<file path="config.mk">
export PLATFORM = sky130hd
export DESIGN_NAME = uart_state_demux
export DESIGN_NICKNAME = d
export VERILOG_FILES = /design/src/rtl/uart_state_demux.sv
export SDC_FILE = /design/constraint.sdc
export NUM_CORES = 1
export LEC_CHECK = 0
export CAP_MARGIN = 40
export CORE_UTILIZATION = 35
export CTS_CLUSTER_DIAMETER = 80
export CTS_CLUSTER_SIZE = 16
export DETAILED_ROUTE_END_ITERATION = 8
export DONT_BUFFER_PORTS = 1
export SYNTH_ARGS = -nofsm -noshare
export SYNTH_HDL_FRONTEND = slang
export SYNTH_SLANG_ARGS = --single-unit
</file>
<file path="constraint.sdc">
create_clock -name clk -period 4.42 [get_ports clk]
set_clock_uncertainty 0.2 [all_clocks]
set_input_delay 0.663 -clock clk [delete_from_list [all_inputs] [get_ports clk]]
set_output_delay 0.663 -clock clk [all_outputs]
set_load 0.01 [all_outputs]
</file>
<file path="src/rtl/uart_state_demux.sv">
// Rebuilds the five-word game-state frame from UART words, validates it in shadow
// registers and commits everything to the outputs in one edge; also tracks link health.
module uart_state_demux #(
  parameter int unsigned WORD_TIMEOUT = 65000,
  parameter int unsigned LINK_TIMEOUT = 6500000,
  parameter int unsigned X_MAX        = 1023,
  parameter int unsigned Y_MAX        = 767
) (
  input  logic        clk,
  input  logic        rst,
  input  logic [15:0] data_in,
  input  logic        data_valid,
  output logic [11:0] pl_posx,
  output logic [11:0] pl_posy,
  output logic [11:0] ball_posx,
  output logic [11:0] ball_posy,
  output logic [3:0]  pl1_score,
  output logic [3:0]  pl2_score,
  output logic        flag_point,
  output logic        end_game,
  output logic        frame_valid,
  output logic        link_up,
  output logic [7:0]  err_cnt
);
  localparam int GW = $clog2(WORD_TIMEOUT + 1);
  localparam int LW = $clog2(LINK_TIMEOUT + 1);

  // State encoding is chosen so that state + 1 equals the tag expected next.
  typedef enum logic [2:0] {W1, W2, W3, W4, W5} state_t;

  state_t        state_q;
  logic [11:0]   sh_plx_q, sh_ply_q, sh_bx_q, sh_by_q;
  logic [9:0]    sh_misc_q;
  logic          commit_q;
  logic [GW-1:0] gap_q;
  logic [LW-1:0] link_cnt_q;

  logic [3:0]  tag, exp_tag;
  logic [11:0] payload;
  logic        x_ok, y_ok, range_ok, word_ok, restart, timeout, error;
  logic [7:0]  err_cnt_d;

  always_comb begin
    tag      = data_in[15:12];
    payload  = data_in[11:0];
    exp_tag  = {1'b0, state_q} + 4'd1;
    x_ok     = ({20'd0, payload} <= X_MAX);
    y_ok     = ({20'd0, payload} <= Y_MAX);
    case (tag)
      4'h1, 4'h3: range_ok = x_ok;
      4'h2, 4'h4: range_ok = y_ok;
      default:    range_ok = 1'b1;
    endcase
    word_ok  = data_valid && (tag == exp_tag) && range_ok;
    restart  = data_valid && (tag == 4'h1) && x_ok;
    timeout  = !data_valid && (state_q != W1) && (gap_q == GW'(WORD_TIMEOUT - 1));
    // Stray non-start words while idle are line noise, not frame errors.
    error    = (data_valid && !word_ok && ((state_q != W1) || (tag == 4'h1))) || timeout;
    err_cnt_d = (error && (err_cnt != 8'hFF)) ? err_cnt + 8'd1 : err_cnt;
  end

  always_ff @(posedge clk) begin
    if (!rst) begin
      state_q     <= W1;
      sh_plx_q    <= '0;
      sh_ply_q    <= '0;
      sh_bx_q     <= '0;
      sh_by_q     <= '0;
      sh_misc_q   <= '0;
      commit_q    <= 1'b0;
      gap_q       <= '0;
      link_cnt_q  <= '0;
      pl_posx     <= '0;
      pl_posy     <= '0;
      ball_posx   <= '0;
      ball_posy   <= '0;
      pl1_score   <= '0;
      pl2_score   <= '0;
      flag_point  <= 1'b0;
      end_game    <= 1'b0;
      frame_valid <= 1'b0;
      link_up     <= 1'b0;
      err_cnt     <= '0;
    end else begin
      frame_valid <= 1'b0;
      commit_q    <= 1'b0;
      err_cnt     <= err_cnt_d;

      if (commit_q) begin
        pl_posx     <= sh_plx_q;
        pl_posy     <= sh_ply_q;
        ball_posx   <= sh_bx_q;
        ball_posy   <= sh_by_q;
        pl1_score   <= sh_misc_q[3:0];
        pl2_score   <= sh_misc_q[7:4];
        flag_point  <= sh_misc_q[8];
        end_game    <= sh_misc_q[9];
        frame_valid <= 1'b1;
        link_up     <= 1'b1;
        link_cnt_q  <= '0;
      end else begin
        if (link_cnt_q < LW'(LINK_TIMEOUT))
          link_cnt_q <= link_cnt_q + 1'b1;
        if (link_cnt_q >= LW'(LINK_TIMEOUT - 1))
          link_up <= 1'b0;
      end

      if (data_valid || timeout || (state_q == W1))
        gap_q <= '0;
      else
        gap_q <= gap_q + 1'b1;

      if (word_ok) begin
        case (state_q)
          W1: begin sh_plx_q <= payload; state_q <= W2; end
          W2: begin sh_ply_q <= payload; state_q <= W3; end
          W3: begin sh_bx_q  <= payload; state_q <= W4; end
          W4: begin sh_by_q  <= payload; state_q <= W5; end
          W5: begin sh_misc_q <= payload[9:0]; commit_q <= 1'b1; state_q <= W1; end
          default: state_q <= W1;
        endcase
      end else if (error) begin
        if (restart) begin
          sh_plx_q <= payload;
          state_q  <= W2;
        end else begin
          state_q  <= W1;
        end
      end
    end
  end
endmodule

</file>
* Word-level counts from Yosys, hierarchy flattened *
Index checks and enable logic that the tools add are counted.

storage, ports and cells
  register bits after elaboration = 169
  bits of input ports = 19
  output and inout bits = 68
  logic and storage cells = 84

cells by class
  add/subtract/negate cells = 4
  magnitude comparators = 4
  equal/unequal tests = 12
  mux-type cells = 13
  bitwise logic cells = 1
  reduce and logical (&&, ||, !) cells = 30

operators by type and width
  operator                                                                            number
  12-bit 2-to-1 mux                                                                   4
  12-bit by 10-bit less-or-equal comparator with 1-bit output, second input constant  2
  23-bit by 1-bit adder with 23-bit output, second input constant                     1
  23-bit >= comparator, second input constant                                         1
  23-bit < comparator, second input constant                                          1
  16-bit by 1-bit adder with 16-bit output, second input constant                     1
  16-bit == test, second input constant                                               1
  3-bit case mux with 4 select lines                                                  1
  2-bit AND reduction                                                                 5
  1-bit logical AND                                                                   9
  8-bit by 1-bit adder with 8-bit output, second input constant                       1
  4-bit by 2-bit == test with 1-bit output, second input constant                     2
  8-bit inequality test, second input constant                                        1
  2-bit OR reduction                                                                  4
  3-bit by 2-bit == test with 1-bit output, second input constant                     2
  3-bit 2-to-1 mux                                                                    2
  2-bit nonzero test                                                                  3
  1-bit 2-to-1 mux                                                                    5
  3-bit by 1-bit adder with 4-bit output, second input constant                       1
  4-bit by 1-bit == test with 1-bit output, second input constant                     1
  4-bit by 3-bit == test with 1-bit output, second input constant                     1
  4-bit == test                                                                       1
  1-bit logical OR                                                                    4
  3-bit by 1-bit == test with 1-bit output, second input constant                     1
  8 further kinds                                                                     9

* Depth between registers and ports, before layout *
  depth after elaboration = 10
  depth in mapped cells = 10
  gate-level depth less buffers = 8

* Worst setup path after synthesis *
OpenSTA, ideal clock, no wires.

  path type = register to register
  start point = register state_q[2]
  end point = register state_q[0]
  library setup time = 83 ps
  data arrival time = 2321 ps
  data required time = 4137 ps
  path slack = 1817 ps
  cell stages (with the launch flop) = 11
  path buffers = 2
  clock period less this slack = 2603 ps
  cell sequence = dfxtp_1 > clkbuf_2 > inv_1 > ha_1 > xor2_1 > a2111o_1 > nand4_4 > nor2_4 > mux2_4 > buf_8 > o221ai_1

between the ends
  longest elaborated chain between the ends = 9
  elaborated cells on any way between the ends = 19
  classes of those cells = 1 x add/sub; 4 x eq/ne; 2 x mux; 12 x reduce/logical

RTL lines
  element                                 line  text
  from (decl)                             31    state_t state_q;
  from (signal assigned)                  64    state_q <= W1;
  from (signal assigned)                  115   W1: begin sh_plx_q <= payload; state_q <= W2; end
  from (signal assigned)                  116   W2: begin sh_ply_q <= payload; state_q <= W3; end
  3-bit by 1-bit adder with 4-bit output  46    exp_tag = {1'b0, state_q} + 4'd1;
  4-bit == test                           54    word_ok = data_valid && (tag == exp_tag) && range_ok;
  1-bit logical AND (2 in series)         54
  1-bit zero test                         58    error = (data_valid && !word_ok && ((state_q != W1) || (tag == 4'h1))) || timeout;
  1-bit logical AND (2 in series)         58
  1-bit logical OR                        58
  2-bit nonzero test (no line)            -

Parallel ways exist; a longest one is shown, timed or not.
A chain may end at the register's enable or synchronous reset.

* Worst setup path in the final report *
  start point = register state_q[2]
  end point = register err_cnt[3]

between the ends
  longest elaborated chain between the ends = 9
  elaborated cells on any way between the ends = 13
  classes of those cells = 1 x add/sub; 1 x eq/ne; 11 x reduce/logical

RTL lines
  element                                 line  text
  3-bit by 1-bit adder with 4-bit output  46
  4-bit == test                           54
  1-bit logical AND (2 in series)         54
  1-bit zero test                         58
  1-bit logical AND (2 in series)         58
  1-bit logical OR *                      58
  1-bit logical AND *                     59    err_cnt_d = (error && (err_cnt != 8'hFF)) ? err_cnt + 8'd1 : err_cnt;
  to (signal assigned)                    87    err_cnt <= err_cnt_d;
  to (decl)                               23    output logic [7:0] err_cnt

Mark *: on every way between the ends. The rest lies on a longest branch, timed or not.

==> metrics.md <==
| Metric | Value |
|---|---|
| Status | `finished clean` |
| Clock transition at path regs | `60 ps` |
| Hold path cells | `1` |
| Share of cells above drive strength 1 | `7.41%` |
| Sequential area share after synthesis | `48.8%` |
| Critical Path Max Stage Delay | `560 ps` |
| RSZ-0062 raised after global routing | `false` |
| Root buffer cell | `clkbuf_16` |
| Buf/Inv on CP | `1` |
| Part of the power in registers | `50.4%` |
| Asr flop ratio synth | `0%` |
| Drt total wl | `15.3 mm` |
| Synthesis Warnings | `0` |
| Peak supply drop | `0.251 mV` |
| Syn Area/Cell | `9.51 sq um` |
| Synth unique cells | `55` |
| Post-CTS setup buffers | `0` |
| DIE HEIGHT | `143 um` |
| Crit-path cells | `inv_1 > ha_1 > xnor2_1 > nor2_1 > nand4_4 > o21ai_1 > a21boi_0 > mux2i_1` |
| Delay-heaviest family, CP | `compound AO/OA/AOI/OAI gates` |
| CP Max Fanout | `9` |
| Final setup viols | `0` |
| Tmin final | `2850 ps` |
| GRT overflow | `0` |
| CP arrival | `2950 ps` |
| Num CTS Buffers | `17` |
| TritonCTS clock tree | `done` |
| Main combinational cell family by area after synthesis | `simple AND/OR/NAND/NOR gates` |
| Post-DP HPWL | `9.98 mm` |
| Clock Latency Late Sink | `420 ps` |
| Max cap viols | `0` |
| Critical path class | `reg2reg` |
| Drt pass-1 iters | `5` |
| CTS H-tree depth | `4` |
| Fmax | `351 MHz` |
| Setup crit start kind | `flip-flop` |
| Synth Area in XOR/XNOR | `4.55%` |
| Simple-gate share of the synthesized area | `21.4%` |
| Pint | `2350 uW` |
| Vias | `4731` |
| Util after Layout | `39.7%` |
| Syn Inst Count | `729` |
| NumNets Final | `744` |
| Post-CTS sizing | `0` |
| Element type at the critical path end | `flip-flop` |
| Clk sinks | `169` |
| Routed wire length per instance | `15.4 um` |
| Most frequent cells in the layout | `dfxtp_1 (168), nor2_1 (140), mux2i_1 (109)` |
| Clk pwr share | `48.0%` |
| Max Root-Sink Buffers | `2` |
| EDFF count, synth | `0` |
| Max-slew violations | `0` |
| Core area | `0.0195 sq mm` |
| GR Util All Layers | `16.0%` |
| Synthesized flop and latch total | `169` |
| ANT cells | `0` |
| Post-CTS Hold Fix Bufs | `0` |
| WP data required | `4520 ps` |
| Hold Vio Cnt, Final | `0` |
| Commonest non-fill, non-tap cell in the layout | `dfxtp_1` |
| Initial antenna violation count | `0` |
| Post-synthesis compound-gate area fraction | `4.48%` |
| Least-Margin Pin Slew | `771 ps` |
| Power per Cell Area | `393 mW/mm^2` |
| GP Congestion | `0.784` |
| Adder-cell area share of the yosys netlist | `1.44%` |
| Hold crit path type | `in2reg` |
| Ys flop type | `dfxtp_1` |
| Initial DRC Count | `310` |
| DIE AREA | `0.0204 sq mm` |
| Sw power | `689 uW` |
| Detail Route Antenna Nets | `0` |
| Comb pwr share | `1.7%` |
| Netlist Area Pre-Place | `0.00693 sq mm` |
| Pin count of the biggest net entering global routing | `72` |
| Buffers on Ports | `0` |
| Cell Rows | `51` |
| Hold Slack | `165 ps` |
| Mapped Nets | `756` |
| Mean number of vias per cell | `4.76` |
| Leakage | `0.00266 uW` |
| Post-synthesis mux area share | `16.2%` |
| Sw Ratio | `22.6%` |
| Detailed-route DRC error count | `0` |
| Worst R2R Path Depth | `8` |
| Die width | `143 um` |
| First-pass GRT wire length | `24.9 mm` |
| Relative slew slack | `48.6%` |
| Initial core utilization | `35.6%` |
| Top-level I/O count | `87` |
| Vias in the first global route | `4504` |
| Area growth syn-to-layout | `11.6%` |
| Cell depth of the worst setup path | `8` |
| Final period utilization | `64.4%` |
| Slowest stage cell on the critical path | `o21ai_1` |
| Setup_tns | `0 ps` |
[cells by family (layout without fill, tap and decap cells)]
group,after synthesis,after routing
DFF,169,169
and+or+nand+nor,308,308
muxes,111,111
adders and majority gates,8,8
buffers and inverters,48,48
xor gates and xnor gates,36,36
AOI/OAI and AO/OA,49,49
[cells in the mapped netlist (3+ instances only)]
library cell  instances  area, sq um
nand2_1              64          240
and3_1               14         87.6
mux2i_1             109         1090
nor3_1                6         30.0
a21oi_1              11         55.1
clkbuf_1             22         82.6
nand4_1              13         81.3
a21boi_0              4         30.0
o21a_1                3         22.5
nor2_1              140          526
ha_1                  8          100
inv_1                 9         33.8
or3_1                 4         25.0
dfxtp_1             169         3380
xor2_1               23          201
xnor2_1              13          114
o21ai_0              17         85.1
nand3_1              34          170
nand2b_1              8         50.1
buf_1                 7         26.3
nor4_1                3         18.8
buf_2                 5         25.0
[metal layers]
layer / vias up / global-route usage, % / wire length (um)
met5: - / 0 / 0
met1: 2173 / 20.9 / 7310
met4: 0 / 5.89 / 127
met2: 85 / 23.7 / 6670
li1: 2466 / - / -
met3: 7 / 6.41 / 1160
[final cells by class]
type / count / area, sq um
tap: 265 / 332
multi-input combinational: 512 / 3340
clock buffer: 19 / 443
clock inverter: 12 / 134
fill: 1924 / 11700
timing repair buffer: 7 / 63.8
sequential: 169 / 3390
inverter: 10 / 37.5
[per-stage QoR]
| stage | instances | cell area, sq um | power (uW) | worst slack [ps] |
|---|---|---|---|---|
| finish | 994 | 7730 | 3040 | 1570 |
| CTS | 994 | 7730 | 3090 | 1580 |
| global route | 994 | 7730 | 3160 | 1300 |
| detailed placement | 963 | 7160 | 1620 | 1610 |
| floorplan | 729 | 6930 | 1620 | 1820 |
| global placement | 961 | 7130 | 1620 | 1440 |
[registers in the layout, summed over array words and instances (netlist names), 3 cells and up]
signal and flops:
link_cnt_q 23, gap_q 16, ball_posx 12, ball_posy 12, pl_posx 12, pl_posy 12
sh_bx_q 12, sh_by_q 12, sh_plx_q 12, sh_ply_q 12, sh_misc_q 10, err_cnt 8
pl1_score 4, pl2_score 4, state_q 3
[power by group through the flow]
stage	Sequential [uW]	Clock (uW)	Combinational (uW)
global route	1530	1570	58.1
finish	1530	1460	51.1
floorplan	1570	0	50.6
CTS	1530	1500	52.0
detailed placement	1570	0	51.7
global placement	1570	0	49.7
[final timing paths]
| path | start | to | slack, ps |
|---|---|---|---|
| max | state_q[2] | err_cnt[3] | 1570 |
| min | rst | err_cnt[0] | 170 |
| max reg2reg | state_q[2] | err_cnt[3] | 1570 |
| min reg2reg | link_cnt_q[22] | link_cnt_q[22] | 250 |
(Power assumes the default switching activity.)
